### src/rtl/calc_pkg.sv
// calc_pkg -- key codes, key count and debounce FSM encoding shared by the keypad front end.
// Rev 1.0
`default_nettype none

package calc_pkg;

  localparam int NUM_KEYS = 19;

  localparam logic [4:0] KEY_D0    = 5'd0;
  localparam logic [4:0] KEY_D1    = 5'd1;
  localparam logic [4:0] KEY_D2    = 5'd2;
  localparam logic [4:0] KEY_D3    = 5'd3;
  localparam logic [4:0] KEY_D4    = 5'd4;
  localparam logic [4:0] KEY_D5    = 5'd5;
  localparam logic [4:0] KEY_D6    = 5'd6;
  localparam logic [4:0] KEY_D7    = 5'd7;
  localparam logic [4:0] KEY_D8    = 5'd8;
  localparam logic [4:0] KEY_D9    = 5'd9;
  localparam logic [4:0] KEY_ADD   = 5'd10;
  localparam logic [4:0] KEY_SUB   = 5'd11;
  localparam logic [4:0] KEY_MUL   = 5'd12;
  localparam logic [4:0] KEY_DIV   = 5'd13;
  localparam logic [4:0] KEY_POWER = 5'd14;
  localparam logic [4:0] KEY_LOG   = 5'd15;
  localparam logic [4:0] KEY_EQUAL = 5'd16;
  localparam logic [4:0] KEY_CE    = 5'd17;
  localparam logic [4:0] KEY_AC    = 5'd18;

  // Bit 1 set means a key is down, so key_down can come straight off the state flop.
  localparam logic [1:0] ST_IDLE     = 2'b00;
  localparam logic [1:0] ST_DEBOUNCE = 2'b01;
  localparam logic [1:0] ST_HELD     = 2'b10;
  localparam logic [1:0] ST_RELEASE  = 2'b11;

  function automatic logic [4:0] lowest_key(input logic [NUM_KEYS-1:0] keys);
    logic [4:0] idx;
    idx = '0;
    for (int i = NUM_KEYS - 1; i >= 0; i--) begin
      if (keys[i]) idx = 5'(i);
    end
    return idx;
  endfunction

endpackage

`default_nettype wire

### src/rtl/key_sync2.sv
// key_sync2 -- two-flop synchronizer, async active-low reset to 0.
// Rev 1.0
`default_nettype none

module key_sync2 #(
  parameter int WIDTH = 19
) (
  input  logic             clk,
  input  logic             reset,
  input  logic [WIDTH-1:0] i_d,
  output logic [WIDTH-1:0] o_q
);

  logic [WIDTH-1:0] r_meta;
  logic [WIDTH-1:0] r_q;

  always_ff @(posedge clk or negedge reset) begin
    if (!reset) begin
      r_meta <= '0;
      r_q    <= '0;
    end else begin
      r_meta <= i_d;
      r_q    <= r_meta;
    end
  end

  assign o_q = r_q;

endmodule

`default_nettype wire

### src/rtl/keypad_debounce.sv
// keypad_debounce -- 19-key debouncer reporting the lowest pressed key once per press.
// Rev 1.0. Define KEYPAD_REPEAT_EN to add auto-repeat while a key is held.
`default_nettype none

module keypad_debounce
  import calc_pkg::*;
#(
  parameter int unsigned DEBOUNCE_CYCLES = 16,
  parameter int unsigned REPEAT_DELAY    = 64,
  parameter int unsigned REPEAT_RATE     = 32
) (
  input  logic        clk,
  input  logic        reset,
  input  logic [18:0] key_n,
  output logic        key_valid,
  output logic [4:0]  key_code,
  output logic        key_down
);

  localparam logic [15:0] c_DEB_LAST = 16'(DEBOUNCE_CYCLES - 1);

  logic [NUM_KEYS-1:0] w_pressed;
  logic                w_cur_pressed;
  logic                w_rpt_fire;

  logic [1:0]  r_state;
  logic [15:0] r_cnt;
  logic [4:0]  r_cur;
  logic        r_valid;
  logic [4:0]  r_code;

  key_sync2 #(
    .WIDTH (NUM_KEYS)
  ) u_sync (
    .clk   (clk),
    .reset (reset),
    .i_d   (~key_n),
    .o_q   (w_pressed)
  );

  assign w_cur_pressed = w_pressed[r_cur];

  if ((DEBOUNCE_CYCLES < 2) || (REPEAT_DELAY < 2) || (REPEAT_RATE < 2)) begin : g_param_range
  end

`ifdef KEYPAD_REPEAT_EN
  localparam logic [15:0] c_DELAY_LAST = 16'(REPEAT_DELAY - 1);
  localparam logic [15:0] c_RATE_LAST  = 16'(REPEAT_RATE - 1);

  logic [15:0] r_rpt;
  logic        r_rpt_armed;
  logic [15:0] w_rpt_limit;
  logic        w_rpt_run;

  // First interval uses the delay, every later one the rate.
  assign w_rpt_limit = r_rpt_armed ? c_RATE_LAST : c_DELAY_LAST;
  assign w_rpt_run   = (r_state == ST_HELD) && w_cur_pressed;
  assign w_rpt_fire  = w_rpt_run && (r_rpt == w_rpt_limit) &&
                       (r_cur != KEY_CE) && (r_cur != KEY_AC);

  always_ff @(posedge clk or negedge reset) begin
    if (!reset) begin
      r_rpt       <= '0;
      r_rpt_armed <= 1'b0;
    end else if (!w_rpt_run) begin
      r_rpt       <= '0;
      r_rpt_armed <= 1'b0;
    end else if (r_rpt == w_rpt_limit) begin
      r_rpt       <= '0;
      r_rpt_armed <= 1'b1;
    end else begin
      r_rpt <= r_rpt + 16'd1;
    end
  end
`else
  assign w_rpt_fire = 1'b0;
`endif

  always_ff @(posedge clk or negedge reset) begin
    if (!reset) begin
      r_state <= ST_IDLE;
      r_cnt   <= '0;
      r_cur   <= '0;
      r_valid <= 1'b0;
      r_code  <= '0;
    end else begin
      r_valid <= 1'b0;
      case (r_state)
        ST_IDLE: begin
          if (|w_pressed) begin
            r_cur   <= lowest_key(w_pressed);
            r_cnt   <= '0;
            r_state <= ST_DEBOUNCE;
          end
        end
        ST_DEBOUNCE: begin
          if (!w_cur_pressed) begin
            r_state <= ST_IDLE;
          end else if (r_cnt == c_DEB_LAST) begin
            r_state <= ST_HELD;
            r_valid <= 1'b1;
            r_code  <= r_cur;
          end else begin
            r_cnt <= r_cnt + 16'd1;
          end
        end
        ST_HELD: begin
          if (!w_cur_pressed) begin
            r_cnt   <= '0;
            r_state <= ST_RELEASE;
          end else if (w_rpt_fire) begin
            r_valid <= 1'b1;
            r_code  <= r_cur;
          end
        end
        ST_RELEASE: begin
          if (w_cur_pressed) begin
            r_state <= ST_HELD;
          end else if (r_cnt == c_DEB_LAST) begin
            r_state <= ST_IDLE;
          end else begin
            r_cnt <= r_cnt + 16'd1;
          end
        end
        default: r_state <= ST_IDLE;
      endcase
    end
  end

  assign key_valid = r_valid;
  assign key_code  = r_code;
  assign key_down  = r_state[1];

endmodule

`default_nettype wire

### config.mk
export PLATFORM = sky130hd
export DESIGN_NAME = keypad_debounce
export DESIGN_NICKNAME = d
export VERILOG_FILES = /design/src/rtl/calc_pkg.sv /design/src/rtl/key_sync2.sv /design/src/rtl/keypad_debounce.sv
export SDC_FILE = /design/constraint.sdc
export NUM_CORES = 1
export LEC_CHECK = 0
export ABC_AREA = 1
export ABC_CLOCK_PERIOD_IN_PS = 4500
export BUFFER_PORTS_ARGS = -buffer_cell sky130_fd_sc_hd__buf_2
export CORE_MARGIN = 10
export CORE_UTILIZATION = 35
export CTS_CLUSTER_DIAMETER = 100
export DETAILED_ROUTE_END_ITERATION = 16
export GPL_ROUTABILITY_DRIVEN = 0
export GPL_TIMING_DRIVEN = 0
export HOLD_SLACK_MARGIN = 0.02
export PLACE_DENSITY = 0.63
export SLEW_MARGIN = 10
export SYNTH_ARGS = -nofsm -noshare
export SYNTH_HDL_FRONTEND = slang
export SYNTH_HIERARCHICAL = 1
export SYNTH_SLANG_ARGS = --single-unit
### constraint.sdc
create_clock -name clk -period 4.5 [get_ports clk]
set_clock_uncertainty 0.15 [all_clocks]
set_input_delay 0.225 -clock clk [delete_from_list [all_inputs] [get_ports clk]]
set_output_delay 0.225 -clock clk [all_outputs]
set_load 0.02 [all_outputs]
# --- Word-level counts from Yosys, hierarchy flattened ---
# Cells that the tools add are included.
totals:
  ff_bits: 67
  input_bits: 21
  out_inout_bits: 7
  word_cells: 63
classes:
  addsub: 1
  magnitude_cmp: 1
  eq_ne: 10
  muxes: 37
  bitwise_logic: 1
  reduce_logical: 6
op_table:
  columns: ["op", "n"]
  rows:
  - ["$mux 5", 19]
  - ["$mux 16", 5]
  - ["$pmux 16 s4", 1]
  - ["$not 19->19", 1]
  - ["$reduce_or 19->1", 1]
  - ["$add 16x1->16 const B", 1]
  - ["$eq 16x4->1 const B", 1]
  - ["$mux 2", 6]
  - ["$ne 2x2->1 const B", 4]
  - ["$pmux 2 s4", 1]
  - ["$reduce_and 4->1", 2]
  - ["$lt 5x6->1 const B", 1]
  - ["$ne 3x3->1 const B", 2]
  - ["$bmux 1 s5", 1]
  - ["$eq 2x2->1 const B", 2]
  - ["$mux 1", 4]
  - ["$reduce_and 3->1", 1]
  - ["$eq 2x1->1 const B", 1]
  - ["$logic_not 2->1", 1]
  - ["$reduce_and 2->1", 1]

# --- Logic depth before layout (Yosys ltp) ---
# Gate-level depths: netlist of the first run.
depth:
  ltp_word: 19
  ltp_mapped: 19

# --- By module ---
# The synthesis of the first run kept the hierarchy.
by_module_without_submodules:
  columns: ["module", "instances", "cells_per_inst", "area_each_um2", "seq_area_each_um2"]
  rows:
  - ["keypad_debounce", 1, 328, 2139.6, 725.7]
  - ["key_sync2", 1, 38, 950.9, 950.9]

# --- Least setup slack after synthesis of the first run ---
# No wires, ideal clock.
synth_timing:
  kind: "register to register"
  from: "register r_cur[0]"
  to: "register r_cnt[0]"
  setup_ns: 0.120
  arrival_time_ns: 1.630
  t_required_ns: 4.230
  path_slack_ns: 2.599
  stages_incl_launch_ff: 14
  cell_sequence: "dfrtp_1 buf_6 buf_6 o211ai_1 nand2_1 nand2_1 nand3_1 nand2_2 nand2_4 nand2_2 nand3_4 buf_2 o21ai_1 nand2_1"
synth_between:
  elab_chain_len: 4
  word_cells_on_any_way: 6
synth_lines:
  columns: ["element", "line", "source"]
  rows:
  - ["start: declaration", "keypad_debounce.sv:28", "logic [4:0] r_cur;"]
  - ["start signal: assignment", "keypad_debounce.sv:91", "r_cur <= lowest_key(w_pressed);"]
  - ["$bmux 1 s5 (*)", "keypad_debounce.sv:41", "assign w_cur_pressed = w_pressed[r_cur];"]
  - ["$mux 1 (implied by the code) (*)", "keypad_debounce.sv:41", null]
  - ["$ne 2x2->1 (no source line)", null, null]
  - ["$reduce_and 4->1 (no source line) (*)", null, null]
  - ["end signal: assignment", "keypad_debounce.sv:104", "r_cnt <= r_cnt + 16'd1;"]
  - ["end signal: assignment", "keypad_debounce.sv:122", "r_cnt <= r_cnt + 16'd1;"]
  - ["end: declaration", "keypad_debounce.sv:27", "logic [15:0] r_cnt;"]
# Every way passes the cells marked *; elsewhere a longest branch is shown, timed or not. The select of a mux whose other input is x is not followed.
# A chain may end at the register's enable or synchronous reset.

# --- Worst setup path in the final report of the first run ---
layout_timing:
  from: "register r_cur[0]"
  to: "register r_cnt[1]"
# Same word-level chain as after synthesis.

==> results of run 1 <==
-- repair_timing --
item	4_1_cts	5_1_grt
endpoints found under the hold margin	86	0
endpoints found under the setup margin	0	0
hold buffers	20	0
-- cells by family (layout without fill, tap and decap cells) --
logic type      after synthesis  in the layout  share of synthesized area
compound gates               35             35                     0.0636
xor+xnor                     12             12                     0.0340
fa+ha+maj                     1              1                    0.00405
buf+inv                      64            127                     0.0878
flops                        67             67                      0.543
simple gates                187            187                      0.268
-- power by group through the flow --
stage	combinational (mW)	sequential [mW]	clock [mW]
2_1_floorplan	0.363	0.691	0
3_3_place_gp	0.475	0.696	0
3_5_place_dp	0.479	0.698	0
4_1_cts	0.497	0.686	0.526
5_1_grt	0.554	0.694	0.551
6_report	0.492	0.687	0.509
-- registers in the layout, indices dropped and copies added, names as in the netlist, named ones only --
register	cells
r_state	1
key_code	5
r_cur	5
u_sync/r_meta	19
key_valid	1
r_cnt	16
u_sync/o_q	19
-- cell usage after synthesis (all sizes together) --
cell / instances / area share
a22oi: 1 / 0.0024
o22ai: 1 / 0.0020
nor2: 43 / 0.057
nand3b: 1 / 0.0024
nand3: 24 / 0.046
xor2: 8 / 0.023
nor3b: 2 / 0.0049
inv: 54 / 0.066
clkbuf: 4 / 0.0049
buf: 5 / 0.016
o31ai: 2 / 0.0049
o211ai: 3 / 0.0073
a31oi: 1 / 0.0020
nor4: 3 / 0.0061
xnor2: 4 / 0.011
o32ai: 1 / 0.0028
clkinv: 1 / 0.0012
nand2: 103 / 0.13
o21ai: 26 / 0.042
dfrtp: 67 / 0.54
nand4: 4 / 0.0081
nor3: 7 / 0.011
ha: 1 / 0.0040
-- metal layers --
| layer | track usage | wire length (um) | share of wire |
|---|---|---|---|
| met2 | 0.153 | 2640 | 0.44 |
| met5 | 0 | 0 | 0 |
| met1 | 0.130 | 3050 | 0.50 |
| met4 | 0.0543 | 130 | 0.021 |
| met3 | 0.0310 | 249 | 0.041 |
-- layout make-up --
| cell class | count | area, sq um |
|---|---|---|
| clock inverter | 6 | 72.6 |
| timing repair buffer | 47 | 338 |
| buffer | 9 | 65.1 |
| clock buffer | 10 | 128 |
| multi-input combinational | 235 | 1140 |
| tap | 108 | 135 |
| inverter | 55 | 206 |
| sequential | 67 | 1680 |
| fill | 873 | 4910 |
-- final timing paths --
| path | from | endpoint | slack (ps) |
|---|---|---|---|
| setup / recovery | r_cur[0] | r_cnt[1] | 2350 |
| hold / removal | u_sync/r_meta[8] | u_sync/o_q[8] | 200 |
| setup reg to reg | r_cur[0] | r_cnt[1] | 2350 |
| hold reg to reg | u_sync/r_meta[8] | u_sync/o_q[8] | 200 |
| max in group asynchronous | reset | r_cnt[15] | 3320 |
| min in group asynchronous | reset | u_sync/r_meta[0] | 360 |
-- cell usage in the layout, fill, tap and decap left out, types with 2 or more instances in the layout --
cell,n
buf_2,27
buf_4,2
buf_6,2
clkbuf_1,5
clkbuf_8,9
dfrtp_1,67
dlygate4sd3_1,20
inv_1,51
inv_2,3
inv_6,3
nand2_1,99
nand2_2,2
nand2_4,2
nand3_1,21
nand3_2,2
nand4_1,4
nor2_1,42
nor3_1,7
nor3b_1,2
nor4_1,3
o211ai_1,3
o21ai_0,15
o21ai_1,11
o31ai_1,2
xnor2_1,4
xor2_1,8
==> impl_results.md, run 1 <==
* Startpoint type of the worst setup path: flip-flop
* Ant. Diodes at 0
* Fin Hold WS at 202 ps
* CP Cell Sequence: buf_6, buf_6, o32ai_1, nand3_1, nand2_4, inv_2, nand3_2, nand2_4, buf_4, o21ai_1, nand2_1
* Sw Share at 0.357
* WL/cell at 11.3 um
* Starting Density at 0.356
* LEAKAGE at 1.91 nW
* Vias post-DR at 2426
* Post-Syn Nets at 388
* Ports at 28
* WS Path Type: flip-flop to flip-flop
* Post-DP HPWL at 4330 um
* Number of antenna violations at the first check in global routing at 0
* Slowest Stage Delay on Critical Path at 390 ps
* Hold Crit Depth at 0
* Final Max Tran Viols at 0
* Final hold vios at 0
* Via density at 4.52
* Distinct cells, synth at 33
* Final setup viols at 0
* Worst hold-check path type: flip-flop to flip-flop
* Drt initial violations at 98
* Routed WL at 6060 um
* Achievable Freq at 465 MHz
* CP Capture Type: flip-flop
* CTS Sinks at 67
* PwrDens at 448 nW/um^2
* Syn Inst Count at 366
* Worst skew pair latency at 350 ps
* Largest net degree at the start of global routing at 68
* CTS tree: yes
* Worst path required time at 4580 ps
* Die height at 114 um
* Grt ovf at 0
* Root Driver: clkbuf_8
* CP max-delay cell: dfrtp_1
* Crit path depth at 11
* Remaining DRCs at 0
* Sequential power share at 0.407
* Final instance area at 3760 sq um
* Seq/Total Area, Yosys at 0.543
* Total GRT Usage at 0.102
* Clock Pin Slew Worst Setup and Hold Paths at 80 ps
* Cell Area, Synth at 3090 sq um
* Post-layout min period at 2150 ps
* Die area at 13000 sq um
* Crit path DAT at 2230 ps
* Int Pwr at 1.09 mW
* Core Util, Final at 0.434
* Total CTS buffers at 9
* H-tree depth at 3
* Die Span X at 114 um
* RSZ-0062 raised after global routing: false
* Post-place instance area at 3360 sq um
* Period Utilization, post-route at 0.478
* Maxcap violations at 0
* Core Rows at 34
* Syn-to-layout area delta at 21.8%
* Yosys warning count at 6
* Post_cts resized at 0
* Postcts setup bufs at 0
* Placed Cells at 501
* Antenna viol nets, final at 0
* Clock power share at 0.302
* Delay-heaviest family, CP: simple AND/OR/NAND/NOR gates
* Initial DRT Pass Iterations at 4
* IO Port Bufs at 27
* Tightest Pin Transition at 799 ps
* Synth Register Bits at 67
* CP Buf/Inv Count at 4
* P_sw at 602 uW
* Final WS setup at 2350 ps
* Crit Path Max Fanout at 10
* R2R depth at 11
* Core footprint at 8680 sq um
* Max VDD drop at 158 uV
* Final TNS setup at 0 ps
* Share of layout cells above drive strength 1 at 0.135
* Max Root-Sink Buffers at 2
* Relative slew slack at 0.467
* Setup WS pre-CTS at 2370 ps
* Pwr Total at 1.69 mW
* Avg Inst Size Synth at 8.44 sq um
* Number of global-route vias before repair at 2454
* Cell Count, Final, Fillers Out at 537
* First-pass GRT wire length at 10900 um
* Comb pwr share at 0.291
* Nets@finish at 446
* Status: completed
No activity file was read; power rests on OpenSTA's default activity.
==> inputs of run 2 (changes only) <==
Settings changed: ABC_CLOCK_PERIOD_IN_PS 4500 to 2140.
Clock period 4.5 ns to 2.14 ns, I/O delays scaled along.
==> impl_results.md, run 2 (synthesis results as in run 1) <==
* Clock Pin Slew Worst Setup and Hold Paths at 80 ps
* Final instance area at 3970 sq um
* Remaining DRCs at 0
* Number of antenna violations at the first check in global routing at 0
* Final Max Tran Viols at 0
* Most common cell after layout, fill and taps aside: nand2_1
* Core footprint at 8680 sq um
* IO Port Bufs at 27
* Fin Hold WS at 202 ps
* CP Capture Type: flip-flop
* Worst hold-check path type: flip-flop to flip-flop
* Ports at 28
* Tightest Pin Transition at 800 ps
* Total CTS buffers at 9
* Root Driver: clkbuf_8
* R2r setup slk at 9 ps
* Ant. Diodes at 0
* Largest net degree at the start of global routing at 68
* Most common cell on crit path: nand3_2
* CTS Sinks at 67
* PwrDens at 996 nW/um^2
* Share of layout cells above drive strength 1 at 0.204
* Final setup viols at 0
* Post-place instance area at 3360 sq um
* First-pass GRT wire length at 10900 um
* Number of global-route vias before repair at 2454
* WS Path Type: flip-flop to flip-flop
* Routed WL at 6440 um
* WL/cell at 11.8 um
* Grt ovf at 0
* Crit Path Max Fanout at 8
* Via density at 4.53
* Syn-to-layout area delta at 28.3%
* CTS tree: yes
* Max Root-Sink Buffers at 2
* Max VDD drop at 355 uV
* Commonest non-fill, non-tap cells in the layout: 85 x nand2_1, 67 x dfrtp_1, 50 x inv_1
* CP max-delay cell: dfrtp_1
* Slowest Stage Delay on Critical Path at 390 ps
* Die height at 114 um
* Worst skew pair latency at 350 ps
* Initial DRT Pass Iterations at 4
* Total GRT Usage at 0.102
* RSZ-0062 raised after global routing: true
* Startpoint type of the worst setup path: flip-flop
* Final TNS setup at 0 ps
* Core Rows at 34
* Period Utilization, post-route at 0.996
* Nets@finish at 454
* LEAKAGE at 2.00 nW
* Maxcap violations at 0
* H-tree depth at 3
* Pwr Total at 3.95 mW
* Relative slew slack at 0.467
* Antenna viol nets, final at 0
* Die area at 13000 sq um
* CP Cell Sequence: buf_6, buf_4, nand2_1, nand3_1, nand3_2, nand3_2, nand3_2, nand2_2, nand2_4, inv_2, nand3_2, nand2_4, nor2_8, clkbuf_16, nand2_2, nand2_1
* Worst path required time at 2280 ps
* Crit path DAT at 2270 ps
* Drt initial violations at 100
* Post-layout min period at 2130 ps
* Vias post-DR at 2467
* Die Span X at 114 um
* Final hold vios at 0
* Post-DP HPWL at 4330 um
* Achievable Freq at 469 MHz
* Starting Density at 0.356
* Status: completed
run 2: layout make-up:
cell class,instances,area (sq um)
multi-input combinational,235,1230
clock inverter,6,72.6
sequential,67,1680
inverter,55,209
fill,852,4710
timing repair buffer,55,433
clock buffer,10,128
tap,108,135
buffer,9,80.1
run 2: through the flow:
step	setup WS, ps	instances	util
4_1_cts	10.2	537	0.435
5_1_grt	-132	545	0.457
2_1_floorplan	239	366	-
3_3_place_gp	49.6	501	0.387
3_5_place_dp	12.6	501	0.388
6_report	8.95	545	0.457
run 2: routing by layer:
layer | up-vias | share of wire | global-route usage
li1 | 1275 | - | -
met1 | 1140 | 0.49 | 0.130
met2 | 42 | 0.46 | 0.153
met3 | 10 | 0.037 | 0.0310
met4 | 0 | 0.020 | 0.0543
met5 | - | 0 | 0
run 2: critical path: cells and delay by family (launching register included):
kind,cells,cell delay (ps)
and+or+nand+nor,12,1050
DFF,1,390
buffers and inverters,4,500
run 2: path summary, 6_finish.rpt:
kind                                   from               end  cells after the start
setup / recovery                   r_cur[0]          r_cnt[0]                     16
hold / removal             u_sync/r_meta[8]     u_sync/o_q[8]                      0
setup reg to reg                   r_cur[0]          r_cnt[0]                     16
hold reg to reg            u_sync/r_meta[8]     u_sync/o_q[8]                      0
max in group asynchronous             reset         r_cnt[15]                      2
min in group asynchronous             reset  u_sync/r_meta[0]                      2
run 2: what timing repair did:
| action | in CTS | in global routing |
|---|---|---|
| hold buffers | 20 | 0 |
| gates resized for setup | 3 | 30 |
| gates cloned | 0 | 2 |
| endpoints found under the setup margin | 2 | 18 |
| endpoints found under the hold margin | 86 | 0 |
| buffers inserted | 0 | 6 |
| pin swaps | 1 | 12 |
run 2: report_power, final:
part	internal, mW	leakage (nW)	total (mW)	switching [mW]
clock	0.552	0.0979	1.07	0.520
combinational	0.620	1.06	1.43	0.814
sequential	1.37	0.838	1.44	0.0733
